===== src/rtl/dmem_arbiter.sv =====
// dmem_arbiter: round-robin arbiter sharing one single-port data memory
// between NUM_CORES cores. Each served access takes three cycles
// (IDLE -> ACCESS -> DONE). The served core gets a one-cycle done pulse,
// with rdata valid for reads.
//
// Ports
//   clk, reset          clock, synchronous active-high reset
//   req/we              per-core request and write enable (held until done)
//   addr/wdata          per-core address/data, core i at [i*DATA_WIDTH +: DATA_WIDTH]
//   gnt                 one-hot grant, high in ACCESS and DONE
//   done                one-hot completion pulse, high in DONE
//   rdata               captured read data, valid while done is high
//   busy                high whenever not IDLE
//   mem_we/addr/wd      shared memory port
//   mem_rd              shared memory read data (combinational from mem_addr)
module dmem_arbiter #(
  parameter int NUM_CORES  = 4,
  parameter int DATA_WIDTH = 32,
  parameter int IDX_W      = $clog2(NUM_CORES)
) (
  input  logic                            clk,
  input  logic                            reset,
  input  logic [NUM_CORES-1:0]            req,
  input  logic [NUM_CORES-1:0]            we,
  input  logic [NUM_CORES*DATA_WIDTH-1:0] addr,
  input  logic [NUM_CORES*DATA_WIDTH-1:0] wdata,
  output logic [NUM_CORES-1:0]            gnt,
  output logic [NUM_CORES-1:0]            done,
  output logic [DATA_WIDTH-1:0]           rdata,
  output logic                            busy,
  output logic                            mem_we,
  output logic [DATA_WIDTH-1:0]           mem_addr,
  output logic [DATA_WIDTH-1:0]           mem_wd,
  input  logic [DATA_WIDTH-1:0]           mem_rd
);

  typedef enum logic [1:0] {IDLE, ACCESS, DONE} stateT;

  stateT                 state, stateNext;
  logic [IDX_W-1:0]      ptr, winQ, winNext;
  logic                  weQ;
  logic [DATA_WIDTH-1:0] addrQ, wdQ, rdataQ;
  logic [NUM_CORES-1:0]  lowMask, hiReq;
  logic                  granting;

  logic [NUM_CORES-1:0][DATA_WIDTH-1:0] addrVec, wdVec;

  assign granting = (state == ACCESS) || (state == DONE);

  // Requests at or above ptr take priority; lowMask covers indices below ptr.
  assign lowMask = (NUM_CORES'(1) << ptr) - NUM_CORES'(1);
  assign hiReq   = req & ~lowMask;

  for (genvar i = 0; i < NUM_CORES; i++) begin : gLane
    localparam logic [IDX_W-1:0] MyIdx = IDX_W'(i);
    assign addrVec[i] = addr[i*DATA_WIDTH +: DATA_WIDTH];
    assign wdVec[i]   = wdata[i*DATA_WIDTH +: DATA_WIDTH];
    assign gnt[i]     = granting && (winQ == MyIdx);
    assign done[i]    = (state == DONE) && (winQ == MyIdx);
  end

  // Lowest set bit of hiReq wins; if none at or above ptr, wrap to the
  // lowest set bit of req. Loops run downward so the lowest index is last.
  always_comb begin
    winNext = '0;
    for (int i = NUM_CORES-1; i >= 0; i--)
      if (req[i]) winNext = IDX_W'(i);
    if (|hiReq)
      for (int i = NUM_CORES-1; i >= 0; i--)
        if (hiReq[i]) winNext = IDX_W'(i);
  end

  always_comb begin
    stateNext = state;
    case (state)
      IDLE:    if (|req) stateNext = ACCESS;
      ACCESS:  stateNext = DONE;
      DONE:    stateNext = IDLE;
      default: stateNext = IDLE;
    endcase
  end

  always_ff @(posedge clk) begin
    if (reset) begin
      state  <= IDLE;
      ptr    <= '0;
      winQ   <= '0;
      weQ    <= 1'b0;
      addrQ  <= '0;
      wdQ    <= '0;
      rdataQ <= '0;
    end else begin
      state <= stateNext;
      case (state)
        IDLE: if (|req) begin
          winQ  <= winNext;
          weQ   <= we[winNext];
          addrQ <= addrVec[winNext];
          wdQ   <= wdVec[winNext];
        end
        ACCESS: if (!weQ) rdataQ <= mem_rd;
        DONE:   ptr <= (winQ == IDX_W'(NUM_CORES-1)) ? '0 : winQ + 1'b1;
        default: ;
      endcase
    end
  end

  // Gating by reset keeps a write in flight from committing when reset
  // lands during ACCESS.
  assign mem_we   = (state == ACCESS) && weQ && !reset;
  assign mem_addr = addrQ;
  assign mem_wd   = wdQ;
  assign rdata    = rdataQ;
  assign busy     = (state != IDLE);

endmodule


===== config.mk =====
export PLATFORM = sky130hd
export DESIGN_NAME = dmem_arbiter
export DESIGN_NICKNAME = d
export VERILOG_FILES = /design/src/rtl/dmem_arbiter.sv
export SDC_FILE = /design/constraint.sdc
export NUM_CORES = 1
export LEC_CHECK = 0
export BUFFER_PORTS_ARGS = -buffer_cell sky130_fd_sc_hd__buf_2
export CAP_MARGIN = 20
export CORE_MARGIN = 5
export CORE_UTILIZATION = 26
export CTS_CLUSTER_SIZE = 8
export DETAILED_ROUTE_END_ITERATION = 12
export MAX_ROUTING_LAYER = met4
export SLEW_MARGIN = 0
export SYNTH_ARGS = -nofsm -noshare
export SYNTH_HDL_FRONTEND = slang
export SYNTH_SLANG_ARGS = --single-unit

===== constraint.sdc =====
create_clock -name clk -period 2.6 [get_ports clk]
set_clock_uncertainty 0.2 [all_clocks]
set_input_delay 0.39 -clock clk [delete_from_list [all_inputs] [get_ports clk]]
set_output_delay 0.39 -clock clk [all_outputs]
set_load 0.01 [all_outputs]

; Yosys cells after proc, flatten, opt, wreduce, memory -nomap -nowiden
; Index checks and enable logic that the tools add are counted.
[word_totals]
reg_bits = 103
inputBits = 298
output_inout_bits = 106
wordCells = 57
[op_classes]
n_addsub = 2
order_cmp = 1
n_eq_ne = 6
shift = 1
mux = 18
bitwise = 3
n_reduce_logical = 19
[ops]
columns = cell, count
row1 = $bmux 32 s2, 2
row2 = $mux 32, 2
row3 = $mux 2, 11
row4 = $logic_and 1x1->1, 10
row5 = $reduce_or 4->1, 2
row6 = $eq 2x2->1 const B, 3
row7 = $and 4x4->4, 1
row8 = $eq 2x1->1 const B, 2
row9 = $logic_not 2->1, 2
row10 = $not 4->4, 1
row11 = $pmux 2 s2, 1
row12 = $reduce_and 2->1, 2
row13 = $shl 1x2->4 const A, 1
row14 = $sub 4x2->4 const B, 1
row15 = $lt 2x3->1 const B, 1
row16 = $add 2x1->2 const B, 1
row17 = $bmux 1 s2, 1
row18 = $ne 2x2->1 const B, 1
row19 = $reduce_bool 2->1, 1
row20 = $logic_not 1->1, 1
row21 = $logic_or 1x1->1, 1
row22 = $mux 1, 1
row23 = $not 1->1, 1

; Depth between registers and ports, before layout
[depth]
depth_word = 11
mapped_depth = 9
mapped_depth_nobuf = 7

; Least setup slack after synthesis
; Ideal clock, no wire load.
[synth_path]
path_type = input port to flip-flop
from = in req[3]
to = reg addrQ[0], in the netlist mem_addr[0]
setup_ns = 0.129
arrival_ns = 1.574
required_time_ns = 2.271
slack_ns = 0.697
cell_stages = 6
n_path_buf = 2
path_cell_list = nor4_2 > nand2b_1 > or3_1 > buf_2 > buf_2 > o211ai_1
[synth_via]
elab_chain_cells = 11
word_cells_on_any_way = 15
classes_between = mux: 11 / bitwise: 1 / reduce/logical: 3
[synth_lines]
columns = item, line
row1 = start: declaration, 23  ; input logic [NUM_CORES-1:0] req,
row2 = $mux 2 (4 in series), 67  ; if (req[i]) winNext = IDX_W'(i);
row3 = $mux 2 (4 in series), 70  ; if (hiReq[i]) winNext = IDX_W'(i);
row4 = $mux 2, 68  ; if (|hiReq)
row5 = $bmux 32 s2, 98  ; addrQ <= addrVec[winNext];
row6 = $mux 32 (implied by the code), 98
row7 = end signal: assignment, 98
row8 = end: declaration, 42  ; logic [DATA_WIDTH-1:0] addrQ, wdQ, rdataQ;
; Parallel ways exist; a longest one is shown, timed or not. The select of a mux whose other input is x is not followed.
; A chain may end at the register's enable or synchronous reset.

; Final worst setup path
[layout_path]
from = reg state[0]
to = reg addrQ[2], in the netlist mem_addr[2]
[layout_via]
elab_chain_cells = 2
[layout_lines]
columns = item, line
row1 = start: declaration, 39  ; stateT state, stateNext;
row2 = start signal: assignment, 93  ; state <= stateNext;
row3 = $logic_not 2->1, 94  ; case (state)
row4 = $reduce_and 2->1 (no source line), -
; Every way passes these cells.

==> flow_summary.ini <==
[layout]
register_area_mm2 = 0.00206
design_area_mm2 = 0.00833
diodes = 0
drive_above_1_share = 0.409
multi_input_area_mm2 = 0.00342
final_common_cell = buf_2
nFillCells = 2307
layout_common_cells = buf_2, nand2_1, dfxtp_1, mux2i_1
area_growth_pct = 44.3
nets = 1384

[clocking]
cts_setup_buffers = 0
clkTransAtPathRegs_ns = 0.09
cts_tree = yes
h-tree-depth = 3
cts-resized-gates = 0
cts_made_buffers = 9
clock_sinks = 103
holdBufCountCts = 0
worstSkewPairLatency_ns = 0.35
cts_root_buf = clkbuf_16
clockBufferDepth = 2

[detailed_routing]
via_count = 6492
first_pass_iters = 4
avgViaCountPerCell = 4.76
drc = 0
detail-route-antenna-nets = 0
wl_um = 22100
dr.first_iter.drc_count = 334
wl_per_cell_um = 16.2

[power_and_ir_drop]
p_per_area_mw_per_mm2 = 542
p_clk_frac = 0.317
leakage_nw = 4.22
p_int_w = 0.00303
pwr-share-comb = 0.273
switching_share = 0.329
power.net_switching_w = 0.00148
power_frac_seq = 0.410
ir_drop_v = 0.000254

[synthesis]
synthCells = 717
ys_seq_elements = 103
seq_area_frac_synth = 0.357
syn-num-nets = 1023
synth_warnings = 0
synthTopCellsByArea = dfxtp_1, mux2i_1, nand2_1
synth.avg_cell_area_um2 = 8.05
synth_edf_count = 0
async_flop_share = 0
synth_cell_types = 26
synth-main-ff-cell = dfxtp_1
yosysTopAreaCell = dfxtp_1
netlist.area_leader.share = 0.357
netlist_area_mm2 = 0.00577

[global_routing]
grt_first_pass_wirelength_um = 33800
grt_pass1_vias = 6253
grt_use_total = 0.165
grt-ovfl-total = 0
grt_antenna_before_repair = 0
grt_max_degree = 69

[floorplan]
die_area_mm2 = 0.0253
die_h_um = 159
ios = 404
start_util = 0.265
rows = 54
dieWidth_um = 159
core_region_area_mm2 = 0.0218

[sta]
finalHoldViolations = 0
worst_slew_pin_slew_ns = 0.560
rsz0062_at_grt = false
max_freq_mhz = 442
setup_viol = 0
fin_hold_ws_ns = 0.0610
fin_crit_sh = 0.871
setup_tns_ns = 0
min_period_ns = 2.26
drv_slew = 0
relSlewSlack = 0.627

[critical_path]
reg2reg_depth = 7
slowest_delay_ns = 0.41
end_kind = flop
worstReg2RegStart = state[0]
worst-path-buf-inv = 2
cp_slowest_cell = buf_4
r2r_slack_ns = 0.34
path_delay_family = compound AO/OA/AOI/OAI gates
worstSetupPathType = flop to flop
start_kind = flop
path_cells = inv_1 -> ha_1 -> nand2b_1 -> a2111oi_4 -> buf_4 -> o21ai_0 -> o211ai_1
crit_arrival_ns = 2.34
worstReg2RegEnd = mem_addr[2]
critPathMaxFanout = 34
critPathRequiredTime_ns = 2.67

[worst_hold_path]
holdPathStages = 3
hold_class = primary input to flop
worstHoldStart = mem_rd[25]
min_to = rdata[25]

[placed_design]
port_buffers = 403
dpl.hpwl_um = 17000
postPlaceCellArea_mm2 = 0.00802
gp_congestion = 0.824

[run_status]
outcome = finished, final reports clean

[flow_run]
cap_violations = 0
## synth_stat cells (2+ instances only)
library cell / number
nand2_1: 135
dfxtp_1: 103
mux2i_1: 67
a21boi_0: 65
and3_1: 65
o211ai_1: 65
o21ai_1: 51
clkbuf_1: 48
a21oi_1: 37
o21ai_0: 17
buf_2: 15
and2_1: 9
ha_1: 8
inv_1: 7
nor2_1: 6
buf_6: 5
nand2b_1: 3
a221o_1: 2
nor2b_1: 2
## metrics by stage
stage / util / worst slack, ns / std cells / total power, W
floorplan: - / 0.697 / 717 / 0.00256
finish: 0.382 / 0.337 / 1363 / 0.00452
detailed placement: 0.367 / 0.298 / 1347 / 0.00314
global placement: 0.367 / 0.340 / 1347 / 0.00313
CTS: 0.382 / 0.305 / 1363 / 0.00460
global route: 0.382 / 0.140 / 1363 / 0.00478
## registers in the layout, summed over array words and instances, names as in the netlist
| register | count |
|---|---|
| mem_addr | 32 |
| rdata | 32 |
| mem_wd | 32 |
| state | 2 |
| winQ | 2 |
| weQ | 1 |
| ptr | 2 |
## kinds of logic after synthesis
group / synth area share
AOI/OAI and AO/OA: 0.269
and+or+nand+nor: 0.181
DFF: 0.357
buffers and inverters: 0.0592
muxes: 0.116
adders and majority gates: 0.0173
## power groups by stage
stage	registers (W)	clock network, W	logic, W
after global placement	0.00188	0	0.00124
after detailed placement	0.00188	0	0.00126
final	0.00185	0.00143	0.00123
after floorplan	0.00196	0	0.000593
after CTS	0.00185	0.00149	0.00126
after global routing	0.00187	0.00155	0.00136
## worst min-delay path, cell delays in order
cell and delay [ns]:
buf_2 0.09, nand2_1 0.04, a21oi_1 0.05
## worst max-delay path by stage
stage                        start      endpoint  depth (start not counted)
final                     state[0]   mem_addr[2]                          7
after global routing      state[0]   mem_addr[2]                          7
after CTS                 state[0]   mem_addr[2]                          7
after detailed placement    req[0]  mem_addr[16]                          7
after global placement      req[0]   mem_addr[2]                          7
after floorplan             req[3]   mem_addr[0]                          6
## final cells by class
cell class / count / area share
clock buffers: 9 / 0.0270
repair buffers: 418 / 0.259
well taps: 280 / 0.0421
clock inverters: 7 / 0.0107
flip-flops and latches: 103 / 0.248
multi-input cells: 538 / 0.410
inverters: 8 / 0.00361
## routing by layer
layer / global-route usage / vias to the layer above / wire, µm
li1: - / 3264 / -
met1: 0.205 / 2929 / 9540
met2: 0.280 / 285 / 10900
met3: 0.0324 / 14 / 1330
met4: 0.0353 / 0 / 272
met5: - / - / 0
(Power assumes the default switching activity.)
